## src/rtl/rr_arb_4b_5to1.sv

```systemverilog
// Round-robin arbiter sharing one registered NBITS-wide output among five val/rdy requesters.
// Optional lock input (burst priority hold) is built when RR_ARB_LOCK_EN is defined.
module rr_arb_4b_5to1 #(
    parameter int unsigned NBITS = 4
) (
    input  logic             clk,
    input  logic             reset,
    input  logic [NBITS-1:0] in0,
    input  logic [NBITS-1:0] in1,
    input  logic [NBITS-1:0] in2,
    input  logic [NBITS-1:0] in3,
    input  logic [NBITS-1:0] in4,
    input  logic [4:0]       in_val,
    output logic [4:0]       in_rdy,
    output logic [NBITS-1:0] out,
    output logic             out_val,
    input  logic             out_rdy,
    output logic [2:0]       out_sel
`ifdef RR_ARB_LOCK_EN
    ,
    input  logic             lock
`endif
);

    localparam int unsigned NREQ = 5;

    logic [2:0]       ptr;
    logic [2:0]       ptr_nxt;
    logic [2:0]       ptr_adv;
    logic [2:0]       win;
    logic [3:0]       scan;
    logic             found;
    logic             can_accept;
    logic             fire;
    logic [NBITS-1:0] msg;

    // Priority scan starting at ptr with wrap 4->0; never looks at message data.
    always_comb begin
        found      = 1'b0;
        win        = 3'd0;
        scan       = 4'd0;
        can_accept = !out_val || out_rdy;
        for (int unsigned k = 0; k < NREQ; k++) begin
            scan = 4'(ptr) + 4'(k);
            if (scan >= 4'(NREQ)) begin
                scan = scan - 4'(NREQ);
            end
            if (!found && in_val[scan[2:0]]) begin
                found = 1'b1;
                win   = scan[2:0];
            end
        end
        fire   = found && can_accept && !reset;
        in_rdy = fire ? (5'b00001 << win) : 5'b00000;
    end

    always_comb begin
        msg = '0;
        case (win)
            3'd0:    msg = in0;
            3'd1:    msg = in1;
            3'd2:    msg = in2;
            3'd3:    msg = in3;
            3'd4:    msg = in4;
            default: msg = '0;
        endcase
    end

    // Pointer advance; a locked fire keeps the current winner at top priority.
    always_comb begin
        ptr_adv = (win == 3'd4) ? 3'd0 : win + 3'd1;
`ifdef RR_ARB_LOCK_EN
        ptr_nxt = lock ? win : ptr_adv;
`else
        ptr_nxt = ptr_adv;
`endif
    end

    // Output register: a same-cycle drain and accept replaces the message with no bubble.
    always_ff @(posedge clk or posedge reset) begin
        if (reset) begin
            out     <= '0;
            out_val <= 1'b0;
            out_sel <= 3'd0;
            ptr     <= 3'd0;
        end else if (fire) begin
            out     <= msg;
            out_val <= 1'b1;
            out_sel <= win;
            ptr     <= ptr_nxt;
        end else if (out_val && out_rdy) begin
            out_val <= 1'b0;
        end
    end

endmodule

```

## config.mk

```make
export PLATFORM = sky130hd
export DESIGN_NAME = rr_arb_4b_5to1
export DESIGN_NICKNAME = d
export VERILOG_FILES = /design/src/rtl/rr_arb_4b_5to1.sv
export SDC_FILE = /design/constraint.sdc
export NUM_CORES = 1
export LEC_CHECK = 0
export ABC_AREA = 1
export CAP_MARGIN = 20
export CORE_UTILIZATION = 35
export DETAILED_ROUTE_END_ITERATION = 12
export PLACE_DENSITY = 0.62
export SYNTH_ARGS = -nofsm -noshare
export SYNTH_HDL_FRONTEND = slang
export SYNTH_SLANG_ARGS = --single-unit
```

## constraint.sdc

```tcl
create_clock -name clk -period 5.5 [get_ports clk]
set_clock_uncertainty 0.05 [all_clocks]
set_input_delay 0.55 -clock clk [delete_from_list [all_inputs] [get_ports clk]]
set_output_delay 0.55 -clock clk [all_outputs]
set_load 0.01 [all_outputs]
```

==> summary.md, run 1 <==
| Metric | Value |
|---|---|
| Status | complete, no violations |
| Rel. slew slack | 68.2% |
| Post-Layout Cell Count | 389 |
| Crit Path Category | flip-flop to primary output |
| I/O Buffers | 40 |
| Final worst slack | 0.430 ns |
| Post-route cell area | 2250 sq um |
| Setup Fix Bufs, Post-CTS | 0 |
| Setup crit start kind | flip-flop |
| Synth Register Bits | 11 |
| Post-CTS sizing | 0 |
| FMAX | 0.197 GHz |
| Clock buffer depth | 2 |
| Clk slew on worst S/H paths | 0.05 ns |
| Core box area | 4750 sq um |
| Max Slew Vio Count | 0 |
| FFs w/ async S/R, synth | 100% |
| Grt total ovfl | 0 |
| Endpoints failing hold | 0 |
| Total track usage | 18.1% |
| Simple-gate area share of the yosys netlist | 49.7% |
| Crit-path max FO | 9 |
| Commonest cells after routing, fill and taps aside | nand2_1 (68), inv_1 (44), clkdlybuf4s50_1 (40), nand3_1 (38), nor2_1 (23) |
| Die Span Y | 72.4 um |
| Vias | 1869 |
| Chip width | 72.4 um |
| Commonest non-fill, non-tap cell in the layout | nand2_1 |
| Hpwl dp | 3940 um |
| Number of I/O pins | 41 |
| Slowest cell on crit path | clkdlybuf4s50_1 |
| Num Clock Sinks | 11 |
| Starting Density | 36.5% |
| DR top layer | met4 |
| RR Endpoint | out[2]$_DFFE_PP0P_ |
| Hold-fix buffers, CTS | 0 |
| Yosys warns | 0 |
| Ys flop type | dfrtp_1 |
| Worst Tran Pin Value | 0.472 ns |
| Worst-case reg-to-reg path depth | 24 |
| RSZ-0062 raised after global routing | no |
| Crit path cell chain | inv_2, ha_1, inv_1, fa_1, inv_1, nand2_2, o21ai_0, nand3_1, nand3_1, nand2_1, nand4_1, nor2_1, nor2_1, o21ai_0, a21oi_1, ha_1, inv_1, nor3_1, clkdlybuf4s50_1 |
| First-pass GRT wire length | 7570 um |
| Syn nets | 322 |
| Arrival @ worst endpoint | 4.47 ns |
| Register area share after synthesis | 15.9% |
| Worst Hold End | out[3]$_DFFE_PP0P_ |
| GP Congestion | 0.936 |
| Share of post-route cells with drive strength above 1 | 12.4% |
| Metal1 wirelength | 2360 um |
| FP Rows | 25 |
| Most used cell, CP | inv_1 |
| R2r startpoint | ptr[0]$_DFFE_PP0P_ |
| Largest family of logic cells by synthesized area | simple AND/OR/NAND/NOR gates |
| Area Growth Syn to Fin | 29.8% |
| Post-synth EDFFs | 0 |
| Cells after Synth | 280 |
| Post-Syn Area | 1740 sq um |
| Worst-skew pair later-pin latency | 0.24 ns |
| Worst Setup End Kind | primary output |
| Total wire length | 4740 um |
| WHS Path Cells | 2 |
| Mux cell area share after synthesis | 0% |
| Met3 routed WL | 179 um |
| Largest net degree at the start of global routing | 19 |
| Vias in the first global route | 1659 |
| Library cells used by synthesis | 31 |
| DR WL met2 | 2160 um |
| Routed Antenna Nets | 0 |
| XOR/XNOR Fraction of Synth Area | 1.51% |
| CTS tree | yes |
| Layout Nets | 365 |
| H-tree levels | 1 |
| Cell Area, Placed | 2210 sq um |
| Syn avg cell area | 6.20 sq um |
| TritonCTS buffer count | 3 |
| Final Setup Violations | 0 |
| CP max stage delay | 0.56 ns |
| Starting DRT DRC Count | 134 |
| Initial antenna violation count | 0 |
| DRC viols | 0 |
| Critical Path RT | 4.90 ns |
| Diode count | 0 |
| Min cycle time layout | 5.07 ns |
| Via density per instance | 4.80 |
| Clk root buf | clkbuf_8 |
| Hold_sp | out[3]$_DFFE_PP0P_ |
| CP bufs+invs | 5 |
| Number of max-cap violations | 0 |
| Die area | 5250 sq um |
| # placed instances | 385 |
| First-pass detailed-route iteration total | 5 |
| Worst slack at placement | 0.788 ns |
| Worst hold path type | flip-flop to flip-flop |
| Delay-heaviest family, CP | buffers and inverters |
| Setup TNS | 0 ns |
| Post-synthesis adder-cell area fraction | 10.5% |
| Final worst path period share | 92.2% |
| Reg2Reg Setup Slack | 1.32 ns |
| Synth Area in Compound Gates | 10.6% |
| Wire length per cell | 12.2 um |
==> worst min-delay path, cell delays in order, from the launching register on <==
cell	delay, ns
dfrtp_1	0.33
nand2_1	0.05
nand2_1	0.06
==> metal layers <==
metal / GRT usage (%) / up-vias
li1: - / 994
met5: 0 / -
met1: 25.7 / 820
met2: 29.6 / 49
met4: 5.23 / 0
met3: 1.11 / 6
==> state kept, by name, indices dropped and copies added, names as in the netlist <==
register / cells
ptr: 3
out_val: 1
out: 4
out_sel: 3
==> synth_stat cells, types with 3 or more instances <==
| library cell | instances | share of area, % |
|---|---|---|
| nand2_1 | 68 | 15 |
| inv_1 | 44 | 9.5 |
| nand3_1 | 38 | 11 |
| nor2_1 | 23 | 5.0 |
| o21ai_0 | 15 | 4.3 |
| ha_1 | 13 | 9.4 |
| nand2_2 | 13 | 4.7 |
| dfrtp_1 | 11 | 16 |
| nand4_1 | 11 | 4.0 |
| inv_2 | 5 | 1.1 |
| nand3_4 | 4 | 4.0 |
| o211ai_1 | 4 | 1.7 |
| a21oi_1 | 3 | 0.86 |
| nand3_2 | 3 | 1.7 |
| nor2_2 | 3 | 1.1 |
==> final cells by class <==
class	instances	area (sq um)
clock inverters	1	5.00
multi-input cells	217	1260
well taps	67	83.8
flip-flops and latches	11	275
repair buffers	41	408
fillers	497	2500
inverters	49	184
clock buffers	3	41.3
==> logic make-up after synthesis <==
logic type / count (synthesis)
AOI/OAI and AO/OA: 31
xor gates and xnor gates: 3
adders and majority gates: 14
buffers and inverters: 52
DFF: 11
and+or+nand+nor: 169
==> worst max path at each step <==
stage / from / end / slack [ns] / depth (start not counted)
3_5_place_dp: ptr[0]$_DFFE_PP0P_ / in_rdy[0] / 0.79 / 19
5_1_grt: ptr[0]$_DFFE_PP0P_ / in_rdy[0] / 0.04 / 19
3_3_place_gp: ptr[0]$_DFFE_PP0P_ / in_rdy[0] / 0.77 / 19
4_1_cts: ptr[0]$_DFFE_PP0P_ / in_rdy[0] / 0.52 / 19
2_1_floorplan: ptr[0]$_DFFE_PP0P_ / in_rdy[0] / 1.78 / 18
6_report: ptr[0]$_DFFE_PP0P_ / in_rdy[0] / 0.43 / 19
==> metrics by stage <==
stage	util, %	hold slack, ns
after floorplan	-	0.368
after global placement	46.4	0.413
after detailed placement	46.4	0.414
after CTS	47.4	0.428
after global routing	47.4	0.464
final	47.4	0.428
Power of run 1 is not shown: default switching activity piles up to over one toggle a cycle in this logic, so the estimate is an artifact.
==> run 2, diff against run 1 <==
CTS_CLUSTER_DIAMETER = 120   (was not set)
SETUP_SLACK_MARGIN = 0.3   (was not set)
==> run 2 against run 1 <==
Against the previous run: flip-flop and latch count stayed put; largest cell class unchanged; clock-buffer cell count stayed put; final cell count stayed put; global-route usage stayed put; first-iteration DRC count is 8.2% lower; critical path depth is 2 higher; critical path type unchanged; cell area is 0.28% higher.
==> summary.md, run 2 (synthesis results as in run 1) <==
| Metric | Value |
|---|---|
| Worst-skew pair later-pin latency | 0.24 ns (about the same) |
| Commonest non-fill, non-tap cell in the layout | nand2_1 (unchanged) |
| Commonest cells after routing, fill and taps aside | nand2_1 (68), inv_1 (44), clkdlybuf4s50_1 (40), nand3_1 (38), nor2_1 (23) (unchanged) |
| Endpoints failing hold | 0 (unchanged) |
| Worst slack at placement | 0.788 ns (unchanged) |
| Final worst path period share | 87.1% (was 92.2%) |
| Final Setup Violations | 0 (unchanged) |
| Layout Nets | 365 (unchanged) |
| DRC viols | 0 (unchanged) |
| Rel. slew slack | 69.5% (was 68.2%) |
| I/O Buffers | 40 (unchanged) |
| Register Area | 275 sq um (unchanged) |
| Worst hold path type | flip-flop to flip-flop (unchanged) |
| Die area | 5250 sq um (unchanged) |
| WHS Path Cells | 2 (unchanged) |
| Clk root buf | clkbuf_8 (unchanged) |
| FP Rows | 25 (unchanged) |
| Number of max-cap violations | 0 (unchanged) |
| Num Clock Sinks | 11 (unchanged) |
| Hpwl dp | 3940 um (unchanged) |
| Starting DRT DRC Count | 123 (was 134) |
| Setup Fix Bufs, Post-CTS | 0 (unchanged) |
| Starting Density | 36.5% (unchanged) |
| Setup TNS | 0 ns (unchanged) |
| Share of post-route cells with drive strength above 1 | 13.0% (was 12.4%) |
| Wire length per cell | 12.2 um (about the same) |
| Global routing met1 resource utilization | 25.7% (unchanged) |
| RSZ-0062 raised after global routing | no (unchanged) |
| Worst Tran Pin Value | 0.457 ns (was 0.472 ns) |
| Initial antenna violation count | 0 (unchanged) |
| Core box area | 4750 sq um (unchanged) |
| Post-CTS sizing | 0 (unchanged) |
| Clock buffer depth | 2 (unchanged) |
| Area of the multi-input gates | 1260 sq um (about the same) |
| H-tree levels | 1 (unchanged) |
| FMAX | 0.209 GHz (was 0.197 GHz) |
| TritonCTS buffer count | 3 (unchanged) |
| Crit Path Category | flip-flop to primary output (unchanged) |
| Grt total ovfl | 0 (unchanged) |
| Chip width | 72.4 um (unchanged) |
| Min cycle time layout | 4.79 ns (was 5.07 ns) |
| Clk slew on worst S/H paths | 0.05 ns (about the same) |
| Critical Path RT | 4.90 ns (about the same) |
| Setup crit start kind | flip-flop (unchanged) |
| Global routing's busiest layer | met2 (unchanged) |
| Via density per instance | 4.83 (was 4.80) |
| Final worst slack | 0.710 ns (was 0.430 ns) |
| Vias in the first global route | 1659 (unchanged) |
| Largest net degree at the start of global routing | 19 (unchanged) |
| GP Congestion | 0.936 (unchanged) |
| Area Growth Syn to Fin | 30.1% (was 29.8%) |
| Total track usage | 18.1% (unchanged) |
| Total wire length | 4750 um (was 4740 um) |
| Max Slew Vio Count | 0 (unchanged) |
| Met3 GRT Util | 1.11% (unchanged) |
| Vias | 1879 (was 1869) |
| Hold-fix buffers, CTS | 0 (unchanged) |
| Worst Setup End Kind | primary output (unchanged) |
| Status | complete, no violations (unchanged) |
| Fillers | 495 (was 497) |
| CTS tree | yes (unchanged) |
| Number of I/O pins | 41 (unchanged) |
| Die Span Y | 72.4 um (unchanged) |
| First-pass GRT wire length | 7570 um (unchanged) |
| R2r startpoint | ptr[0]$_DFFE_PP0P_ (unchanged) |
| Crit-path max FO | 9 (unchanged) |
| Grt met2 use | 29.6% (unchanged) |
| Max FFs per register | 4 (unchanged) |
| Routed Antenna Nets | 0 (unchanged) |
| Diode count | 0 (unchanged) |
| Biggest regs | out: 4 flops, out_sel: 3 flops, ptr: 3 flops (unchanged) |
| Worst-case reg-to-reg path depth | 24 (unchanged) |
| Biggest register | out (unchanged) |
| Hold_sp | out[3]$_DFFE_PP0P_ (unchanged) |
| Arrival @ worst endpoint | 4.19 ns (was 4.47 ns) |
| CP Launch Point | ptr[0]$_DFFE_PP0P_ (unchanged) |
| First-pass detailed-route iteration total | 4 (was 5) |
[run 2: cell type report]
class,instances,share of cell area (%)
Clock buffer,3,1.83
Clock inverter,1,0.221
Inverter,49,8.14
Multi-Input combinational cell,217,55.9
Sequential cell,11,12.2
Tap cell,67,3.71
Timing Repair Buffer,41,18.1
[run 2: worst max-delay path, stage by stage, from the launching register on]
cell	delay, ns
dfrtp_1	0.38
inv_2	0.17
ha_1	0.22
inv_1	0.06
fa_1	0.36
inv_1	0.11
nand2_2	0.10
o21ai_1	0.29
nand3_1	0.13
nand3_1	0.10
nand2_1	0.11
nor2_2	0.21
o21ai_0	0.14
inv_1	0.09
nand2_1	0.05
nand2_1	0.07
nand2_1	0.11
inv_1	0.10
ha_1	0.30
inv_1	0.11
nor3_1	0.19
clkdlybuf4s50_1	0.56
[run 2: stage by stage]
| stage | hold WS [ns] | cell area [sq um] | util [%] | cells |
|---|---|---|---|---|
| after floorplan | 0.368 | 1740 | - | 280 |
| after global placement | 0.413 | 2210 | 46.4 | 385 |
| after detailed placement | 0.414 | 2210 | 46.4 | 385 |
| after CTS | 0.428 | 2250 | 47.4 | 389 |
| after global routing | 0.464 | 2260 | 47.5 | 389 |
| final | 0.428 | 2260 | 47.5 | 389 |
[run 2: worst paths after layout]
path / endpoint / slack, ns
max: in_rdy[0] / 0.71
min: out[3]$_DFFE_PP0P_ / 0.43
max reg2reg: out[2]$_DFFE_PP0P_ / 1.63
min reg2reg: out[3]$_DFFE_PP0P_ / 0.43
max in group asynchronous: out[0]$_DFFE_PP0P_ / 4.53
min in group asynchronous: out_val$_DFFE_PP0P_ / 0.56
[run 2: routing by layer]
layer | share of wire, % | wire length [um] | vias to the layer above
met4 | 0.65 | 31 | 0
met5 | 0 | 0 | -
met2 | 46 | 2200 | 51
met3 | 3.2 | 152 | 4
li1 | - | - | 997
met1 | 50 | 2370 | 827
Power of run 2 is left out for the same reason.
